[config.mk]
export PLATFORM = sky130hd
export DESIGN_NAME = table_fsm_flat
export DESIGN_NICKNAME = d
export VERILOG_FILES = /design/src/rtl/fsm_pkg.sv /design/src/rtl/table_fsm_if.sv /design/src/rtl/fsm_table.sv /design/src/rtl/table_fsm.sv /design/src/flat_wrapper.sv
export SDC_FILE = /design/constraint.sdc
export NUM_CORES = 1
export LEC_CHECK = 0
export BUFFER_PORTS_ARGS = -buffer_cell sky130_fd_sc_hd__buf_2
export CAP_MARGIN = 20
export CORE_MARGIN = 2
export CORE_UTILIZATION = 60
export CTS_CLUSTER_SIZE = 28
export DETAILED_ROUTE_END_ITERATION = 7
export PLACE_DENSITY = 0.8
export SETUP_SLACK_MARGIN = 0.05
export SYNTH_ARGS = -nofsm -noshare
export SYNTH_HDL_FRONTEND = slang
export SYNTH_SLANG_ARGS = --single-unit
export TNS_END_PERCENT = 50
[constraint.sdc]
create_clock -name clk -period 2.2 [get_ports clk]
set_input_delay 0.55 -clock clk [delete_from_list [all_inputs] [get_ports clk]]
set_output_delay 0.55 -clock clk [all_outputs]
set_load 0.01 [all_outputs]
[src/rtl/fsm_pkg.sv]
// Shared definitions for the table-driven Moore FSM.
//   - Default widths and reset constants.
//   - Entry layout helpers. An entry is {valid, next[STATE_W], eout[OUT_W]}.
//   - Table address packing: {in_sym, state}.
package fsm_pkg;

    localparam int STATE_W_DEF = 3;
    localparam int IN_W_DEF    = 1;
    localparam int OUT_W_DEF   = 3;

    localparam logic [2:0] RESET_STATE_DEF = 3'd2;
    localparam logic [2:0] RESET_OUT_DEF   = 3'd0;

    // Entry field offsets (LSB positions) within {valid, next, eout).
    localparam int EOUT_LSB = 0;

    function automatic int next_lsb(input int out_w);
        return out_w;
    endfunction

    function automatic int valid_bit(input int state_w, input int out_w);
        return state_w + out_w;
    endfunction

    function automatic int entry_w(input int state_w, input int out_w);
        return 1 + state_w + out_w;
    endfunction

    // Table index: input symbol in the MSBs, current state in the LSBs.
    // Callers cast the result down to STATE_W+IN_W bits.
    function automatic logic [31:0] pack_addr(input int state_w,
                                              input logic [31:0] sym,
                                              input logic [31:0] st);
        return (sym << state_w) | st;
    endfunction

endpackage

[src/rtl/table_fsm_if.sv]
// Bus bundle for table_fsm.
//   Step control : en, in_sym      (in_sym is only looked at when en=1)
//   Program port : prog_we, prog_addr, prog_next, prog_out
//   Status       : err_clr (in), state, out, err (out)
// There is no valid/ready handshake: en and prog_we are single-cycle
// strobes that are always accepted on the rising edge they are seen at;
// the block never stalls the driver.
interface table_fsm_if #(
    parameter int STATE_W = 3,
    parameter int IN_W    = 1,
    parameter int OUT_W   = 3
);
    logic                    en;
    logic [IN_W-1:0]         in_sym;
    logic                    prog_we;
    logic [STATE_W+IN_W-1:0] prog_addr;
    logic [STATE_W-1:0]      prog_next;
    logic [OUT_W-1:0]        prog_out;
    logic                    err_clr;
    logic [STATE_W-1:0]      state;
    logic [OUT_W-1:0]        out;
    logic                    err;

    modport master (
        output en, in_sym, prog_we, prog_addr, prog_next, prog_out, err_clr,
        input  state, out, err
    );

    modport slave (
        input  en, in_sym, prog_we, prog_addr, prog_next, prog_out, err_clr,
        output state, out, err
    );
endinterface

[src/rtl/fsm_table.sv]
// Transition table for table_fsm: 2^(STATE_W+IN_W) entries held in flops.
//   clk, reset        : clock, async active-low reset (clears valid bits only)
//   we, waddr,        : synchronous write of one entry, marks it valid
//   wnext, wout
//   raddr             : combinational read address
//   rvalid, rnext,    : read entry fields; a same-edge write is not visible
//   rout                until the following cycle (read-before-write)
module fsm_table
    import fsm_pkg::*;
#(
    parameter int STATE_W = STATE_W_DEF,
    parameter int IN_W    = IN_W_DEF,
    parameter int OUT_W   = OUT_W_DEF
) (
    input  logic                    clk,
    input  logic                    reset,
    input  logic                    we,
    input  logic [STATE_W+IN_W-1:0] waddr,
    input  logic [STATE_W-1:0]      wnext,
    input  logic [OUT_W-1:0]        wout,
    input  logic [STATE_W+IN_W-1:0] raddr,
    output logic                    rvalid,
    output logic [STATE_W-1:0]      rnext,
    output logic [OUT_W-1:0]        rout
);
    localparam int ADDR_W  = STATE_W + IN_W;
    localparam int DEPTH   = 1 << ADDR_W;
    localparam int ENTRY_W = entry_w(STATE_W, OUT_W);
    localparam int DATA_W  = ENTRY_W - 1;
    localparam int NEXT_LO = next_lsb(OUT_W);
    localparam int VALID_B = valid_bit(STATE_W, OUT_W);

    logic [DEPTH-1:0]  valid_q;
    logic [DATA_W-1:0] data_q [DEPTH];
    logic [ENTRY_W-1:0] rd_entry;

    // Valid bits reset so a fresh (or re-reset) table has no usable entries.
    always_ff @(posedge clk or negedge reset) begin
        if (!reset) begin
            valid_q <= '0;
        end else if (we) begin
            valid_q[waddr] <= 1'b1;
        end
    end

    // Payload fields are left unreset; they mean nothing while invalid.
    always_ff @(posedge clk) begin
        if (we) begin
            data_q[waddr] <= {wnext, wout};
        end
    end

    assign rd_entry = {valid_q[raddr], data_q[raddr]};
    assign rvalid   = rd_entry[VALID_B];
    assign rnext    = rd_entry[NEXT_LO +: STATE_W];
    assign rout     = rd_entry[EOUT_LSB +: OUT_W];

endmodule

[src/rtl/table_fsm.sv]
// Runtime-programmable, table-driven Moore FSM.
//   clk   : rising-edge clock
//   reset : async active-low; state=RESET_STATE, out=RESET_OUT, err=0,
//           all table entries invalidated
//   bus   : table_fsm_if.slave (step control, program port, status)
// Each enabled step looks up entry {in_sym, state}. A valid entry moves
// to its next state/output; an invalid one falls back to the reset
// state/output and raises the sticky err flag.
module table_fsm
    import fsm_pkg::*;
#(
    parameter int STATE_W = STATE_W_DEF,
    parameter int IN_W    = IN_W_DEF,
    parameter int OUT_W   = OUT_W_DEF,
    parameter logic [STATE_W-1:0] RESET_STATE = STATE_W'(RESET_STATE_DEF),
    parameter logic [OUT_W-1:0]   RESET_OUT   = OUT_W'(RESET_OUT_DEF)
) (
    input  logic        clk,
    input  logic        reset,
    table_fsm_if.slave  bus
);
    localparam int ADDR_W = STATE_W + IN_W;

    logic [STATE_W-1:0] state_q;
    logic [OUT_W-1:0]   out_q;
    logic               err_q;

    logic [ADDR_W-1:0]  rd_addr;
    logic               t_valid;
    logic [STATE_W-1:0] t_next;
    logic [OUT_W-1:0]   t_out;

    assign rd_addr = ADDR_W'(pack_addr(STATE_W, 32'(bus.in_sym), 32'(state_q)));

    fsm_table #(
        .STATE_W (STATE_W),
        .IN_W    (IN_W),
        .OUT_W   (OUT_W)
    ) u_table (
        .clk    (clk),
        .reset  (reset),
        .we     (bus.prog_we),
        .waddr  (bus.prog_addr),
        .wnext  (bus.prog_next),
        .wout   (bus.prog_out),
        .raddr  (rd_addr),
        .rvalid (t_valid),
        .rnext  (t_next),
        .rout   (t_out)
    );

    always_ff @(posedge clk or negedge reset) begin
        if (!reset) begin
            state_q <= RESET_STATE;
            out_q   <= RESET_OUT;
            err_q   <= 1'b0;
        end else begin
            if (bus.err_clr) begin
                err_q <= 1'b0;
            end
            if (bus.en) begin
                if (t_valid) begin
                    state_q <= t_next;
                    out_q   <= t_out;
                end else begin
                    // Placed after the clear so a same-edge set wins.
                    state_q <= RESET_STATE;
                    out_q   <= RESET_OUT;
                    err_q   <= 1'b1;
                end
            end
        end
    end

    assign bus.state = state_q;
    assign bus.out   = out_q;
    assign bus.err   = err_q;

endmodule

[src/flat_wrapper.sv]
// flat-port wrapper written by rule: the top's interface ports become plain ports
module table_fsm_flat import fsm_pkg::*;
#(
    parameter int STATE_W = STATE_W_DEF,
    parameter int IN_W    = IN_W_DEF,
    parameter int OUT_W   = OUT_W_DEF,
    parameter logic [STATE_W-1:0] RESET_STATE = STATE_W'(RESET_STATE_DEF),
    parameter logic [OUT_W-1:0]   RESET_OUT   = OUT_W'(RESET_OUT_DEF)
)
  (clk, reset, bus_en, bus_in_sym, bus_prog_we, bus_prog_addr, bus_prog_next, bus_prog_out, bus_err_clr, bus_state, bus_out, bus_err);
  table_fsm_if #(.STATE_W(STATE_W), .IN_W(IN_W), .OUT_W(OUT_W)) bus_i ();
  input  logic clk;
  input  logic reset;
  input wire logic [$bits(bus_i.en)-1:0] bus_en;
  input wire logic [$bits(bus_i.in_sym)-1:0] bus_in_sym;
  input wire logic [$bits(bus_i.prog_we)-1:0] bus_prog_we;
  input wire logic [$bits(bus_i.prog_addr)-1:0] bus_prog_addr;
  input wire logic [$bits(bus_i.prog_next)-1:0] bus_prog_next;
  input wire logic [$bits(bus_i.prog_out)-1:0] bus_prog_out;
  input wire logic [$bits(bus_i.err_clr)-1:0] bus_err_clr;
  output wire logic [$bits(bus_i.state)-1:0] bus_state;
  output wire logic [$bits(bus_i.out)-1:0] bus_out;
  output wire logic [$bits(bus_i.err)-1:0] bus_err;
  assign bus_i.en = bus_en;
  assign bus_i.in_sym = bus_in_sym;
  assign bus_i.prog_we = bus_prog_we;
  assign bus_i.prog_addr = bus_prog_addr;
  assign bus_i.prog_next = bus_prog_next;
  assign bus_i.prog_out = bus_prog_out;
  assign bus_i.err_clr = bus_err_clr;
  assign bus_state = bus_i.state;
  assign bus_out = bus_i.out;
  assign bus_err = bus_i.err;
  table_fsm #(.STATE_W(STATE_W), .IN_W(IN_W), .OUT_W(OUT_W), .RESET_STATE(RESET_STATE), .RESET_OUT(RESET_OUT)) u_core (.clk(clk), .reset(reset), .bus(bus_i));
endmodule
Word level (Yosys, flattened, before mapping)
Memory sizes are Yosys's and may differ from the RTL's.
Cells that the tools add are included.
Word-level totals
  input bits: 16
  memories: 1
  latch bits: 0
  memory bits (writable): 96
  flip-flop bits (word level): 23
  memory bits (read-only): 0
  logic and storage cells: 22
Memory list
  u_core.u_table.data_q: words 16, bits a word 6, rd ports 1, clocked after memory_dff 0, write ports 1, RTL line fsm_table.sv:34  | logic [DATA_W-1:0] data_q [DEPTH];
Cells by class
  shift operators: 0
  div/mod/pow operators: 0
  reduce and logical (&&, ||, !) cells: 1
  equality and inequality tests: 0
  order comparisons: 3
  bitwise operators: 2
  mux-type cells: 11
  add/subtract/negate cells: 0
  multipliers: 0
Operators with widths (number)
  OR 16 bit: 1
  < comparator 4 x 5 -> 1 bit, second input constant: 2
  2-to-1 mux 1 bit: 7
  2-to-1 mux 3 bit: 2
  binary-select mux 1 bit (select 4 bit): 1
  demux 1 bit (select 4 bit): 1
  >= comparator 4 x 1 -> 1 bit, second input constant: 1
  OR 4 x 3 -> 4 bit: 1
  logical AND 1 bit: 1

Logic depth before layout (Yosys ltp)
  depth after elaboration: 5
  mapped depth: 6
  mapped depth without buffers: 4

Cells and area by module
From an unflattened synthesis, not the netlist that was laid out.
Unflattened totals
  cell total of the unflattened synthesis: 241
  area total of the unflattened synthesis: 4700.8 sq um
Modules (own cells, without submodules)
  fsm_table: instances 1, cells each 212, area an instance 4410.5 sq um, sequential area each 3283.1 sq um
  table_fsm: instances 1, cells each 29, area an instance 290.3 sq um, sequential area each 176.4 sq um

Worst setup path before layout
No wires, ideal clock.
  path type: in2reg
  start: input port bus_prog_addr[2]
  end: memory u_core.u_table.data_q[0][0] in the netlist's numbering, enable pin
  data required time: 1.822 ns
  arrival time: 1.555 ns
  setup slack: 0.267 ns
  path buffers: 0
  cell stages on the path: 2
  path through: or3b_2 nor3_1
RTL lines
  start: declaration: RTL line flat_wrapper.sv:17  | input wire logic [$bits(bus_i.prog_addr)-1:0] bus_prog_addr;
  end: declaration: RTL line fsm_table.sv:34
No word-level cell before the write port.

Worst setup path after layout
  start: register u_core.state_q[0], in the netlist u_core.bus.state[0]
  end: output port bus_state[0]
RTL lines
  start: declaration: RTL line table_fsm.sv:24  | logic [STATE_W-1:0] state_q;
  start signal: assignment: RTL line table_fsm.sv:63  | state_q <= t_next;
  end: declaration: RTL line flat_wrapper.sv:21  | output wire logic [$bits(bus_i.state)-1:0] bus_state;
No word-level cell between the ends.

==> results.tsv <==
stage	metric	value	unit
critical_path	CP Class	reg2out	
global_routing	first-pass GRT wire length	14550	um
status	status	completed	
die	die width	91.90	um
critical_path	Crit-path slowest cell	dfrtp_2	
layout	highest-count cells in the layout ignoring fill and taps	96 x edfxtp_1, 26 x mux4_2, 22 x buf_2	
die	die area	8446	um^2
timing	final setup TNS	0	ns
power	PD cells	1205	nW/um^2
power	P_leak	1.952	nW
layout	Core Util, Final	73.31	%
die	Starting Density	60.94	%
timing	post-route minimum period	1.908	ns
clocking	CTS Buf Count	17	
timing	max-slew violations	0	
timing	worst-margin pin slew	0.5962	ns
clocking	maximum clock insertion buffer count	2	
detailed_routing	WL final	9426	um
layout	Area Overhead vs Synth	20.30	%
power	Power Total	6.718	mW
hold_path	hold crit path type	in2async	
die	DIE HEIGHT	91.90	um
global_routing	total grt overflow	0	
clocking	H-tree depth	4	
synthesis	Synth Area in Adders	0	%
layout	share of cells above drive strength 1	37.12	%
power	clock network fraction of total power	42.1	%
global_routing	GRT met2 Usage	38.05	%
place	Post-DP Area	4972	um^2
clocking	hold bufs inserted after CTS	0	
synthesis	Avg Cell Area, Syn	19.73	um^2
global_routing	grt met3 use	7.888	%
synthesis	Gate Count Post-Synth	235	
critical_path	startpoint class of the critical path	register	
timing	RSZ-0062 raised after global routing	no	
critical_path	crit-path max cell delay	0.38	ns
place	post-DP HPWL	5495	um
synthesis	sequential-to-total area share from yosys stat	74.63	%
layout	FF+latch area	3461	um^2
critical_path	Arr. time, crit path	1.36	ns
synthesis	largest family of logic cells by synthesized area	multiplexers	
detailed_routing	detailed-route via count	2447	
clocking	Root Buffer	clkbuf_8	
global_routing	M1 GR Usage	33.75	%
clocking	CTS resizes	0	
global_routing	most used routing layer	met2	
timing	skew final	0.005615	ns
timing	WHS	0.0007809	ns
timing	Fmax achieved	524.1	MHz
clocking	clock latency on the worst-skew pair	0.51	ns
critical_path	Worst EP required	1.65	ns
synthesis	Syn. warnings	0	
power	Internal	5.124	mW
timing	Final WS setup	0.2919	ns
synthesis	Distinct cells, synth	25	
place	Place WS	0.3409	ns
global_routing	vias in the first global route	2577	
power	Logic pwr share	18.0	%
detailed_routing	ANT nets after route	0	
timing	Final Hold Vio Count	0	
layout	antenna cell count	0	
die	io pins	23	
power	sequential power share	39.9	%
place	IO Port Bufs	22	
global_routing	largest net degree at the start of global routing	35	
detailed_routing	WL per Instance	23.51	um
power	VDD IR-drop max	0.7132	mV
critical_path	crit end category	output port	
die	area of the core	7607	um^2
critical_path	ordered list of cells on the worst path	buf_12 -> buf_2	
synthesis	mux cell area share after synthesis	14.57	%
layout	multi-input logic area	1111	um^2
layout	Layout fillers	443	
clocking	clock sink count	119	
layout	Post-Layout Cell Count	401	
power	NetSw	1.594	mW
clocking	Clock transition at path regs	0.06	ns
global_routing	gr usage total	24.82	%
detailed_routing	drt drc	0	
timing	period utilization	86.73	%
global_routing	initial antenna violation count	0	
timing	slew margin rel.	60.17	%
layout	most common cell after layout, fill and taps aside	edfxtp_1	
layout	final layout net count	303	
die	Cell Rows	32	
place	Placed Cells	370	
synthesis	Synth Cell Area	4636	um^2
detailed_routing	routed vias/inst	6.102	
power	Switching Share	23.73	%
timing	Final setup viols	0	
synthesis	Compound-Gate Fraction of Synth Area	3.671	%
critical_path	worst-path maximum fanout	34	
synthesis	post-synthesis simple-gate area fraction	5.722	%
layout	cell area after layout	5577	um^2
synthesis	syn_nets	251	
clocking	Post-CTS Setup Repair Bufs	0	
synthesis	XOR/XNOR Fraction of Synth Area	0	%
place	GP Congestion	0.7729	
detailed_routing	number of detailed-route iterations in the first pass	5	
clocking	CTS tree	done	
detailed_routing	DR iter-0 viols	261	
synthesis	flops & latches, synth	119	
flow_run	Max-Cap Viols	0	
## cell type report
cell class                      instances  share of cell area [%]
Timing Repair Buffer                   41                   4.757
Clock buffer                           19                   7.561
Multi-Input combinational cell        106                   19.92
Sequential cell                       119                   62.06
Tap cell                              102                   2.289
Inverter                                2                  0.1346
Clock inverter                         12                   3.276
## worst paths after layout
check	startpoint	to	slack (ns)	cells past startpoint
max	u_core.bus.state[0]	bus_state[0]	0.29	2
min	reset	u_core.bus.out[0]	0.0008	1
max reg2reg	u_core.bus.state[0]	u_core.bus.out[0]	0.30	5
min reg2reg	u_core.u_table.valid_q[4]	u_core.u_table.valid_q[4]	0.47	1
max in group asynchronous	reset	u_core.bus.state[0]	1.83	1
min in group clk	bus_err_clr	u_core.bus.err	0.23	2
## Yosys cell counts
cell       count  area (um^2)
buf_6          1        11.26
buf_1          3        11.26
nand3b_1       2        15.01
edfxtp_1      96         2883
a22o_1        10        87.58
o22ai_1        1        6.260
nor2b_1        2        12.51
mux2i_1        9        90.09
a22oi_1        2        15.01
o22a_1         2        17.52
dfrtp_1       22        550.5
inv_1          2        7.510
and2_1         1        6.260
nand2b_1       3        18.77
nand2_1        3        11.26
buf_2          3        15.01
nand3_1        1        5.000
o2bb2ai_1      5        43.79
nor3_1         4        20.02
or2_2         16        100.1
dfstp_2        1        26.28
buf_12         1        20.02
nor2_1        18        67.56
mux4_2        26        585.6
or3b_2         1        8.760
## worst max-delay path: cells and delay by family (launching register included)
family	cells	cell delay (ns)
buffers and inverters	2	0.46
flip-flops	1	0.38
## power groups by stage
stage	logic, mW	registers, mW	clock network (mW)
after floorplan	0.879	2.71	0
after global placement	1.17	2.71	0
after detailed placement	1.19	2.71	0
after CTS	1.21	2.68	2.85
after global routing	1.30	2.70	2.95
final	1.21	2.68	2.83
## flip-flops by register name, indices dropped and copies added, names as in the netlist
signal / flops
u_core.u_table.valid_q: 16
u_core.bus.out: 3
u_core.u_table.data_q: 96
u_core.bus.err: 1
u_core.bus.state: 3
## metal layers
layer	part of all wire [%]	vias to the layer above	routed length, um
met5	0	-	0
met4	2.1	0	200
met3	6.8	21	637
met2	49	103	4639
met1	42	1273	3949
li1	-	1050	-
## cell families (layout without fill, tap and decap cells)
family | Yosys count | in the layout
AOI/OAI and AO/OA | 20 | 20
buffers and inverters | 10 | 74
DFF | 119 | 119
muxes | 35 | 35
and+or+nand+nor | 51 | 51
(Power assumes the default switching activity.)
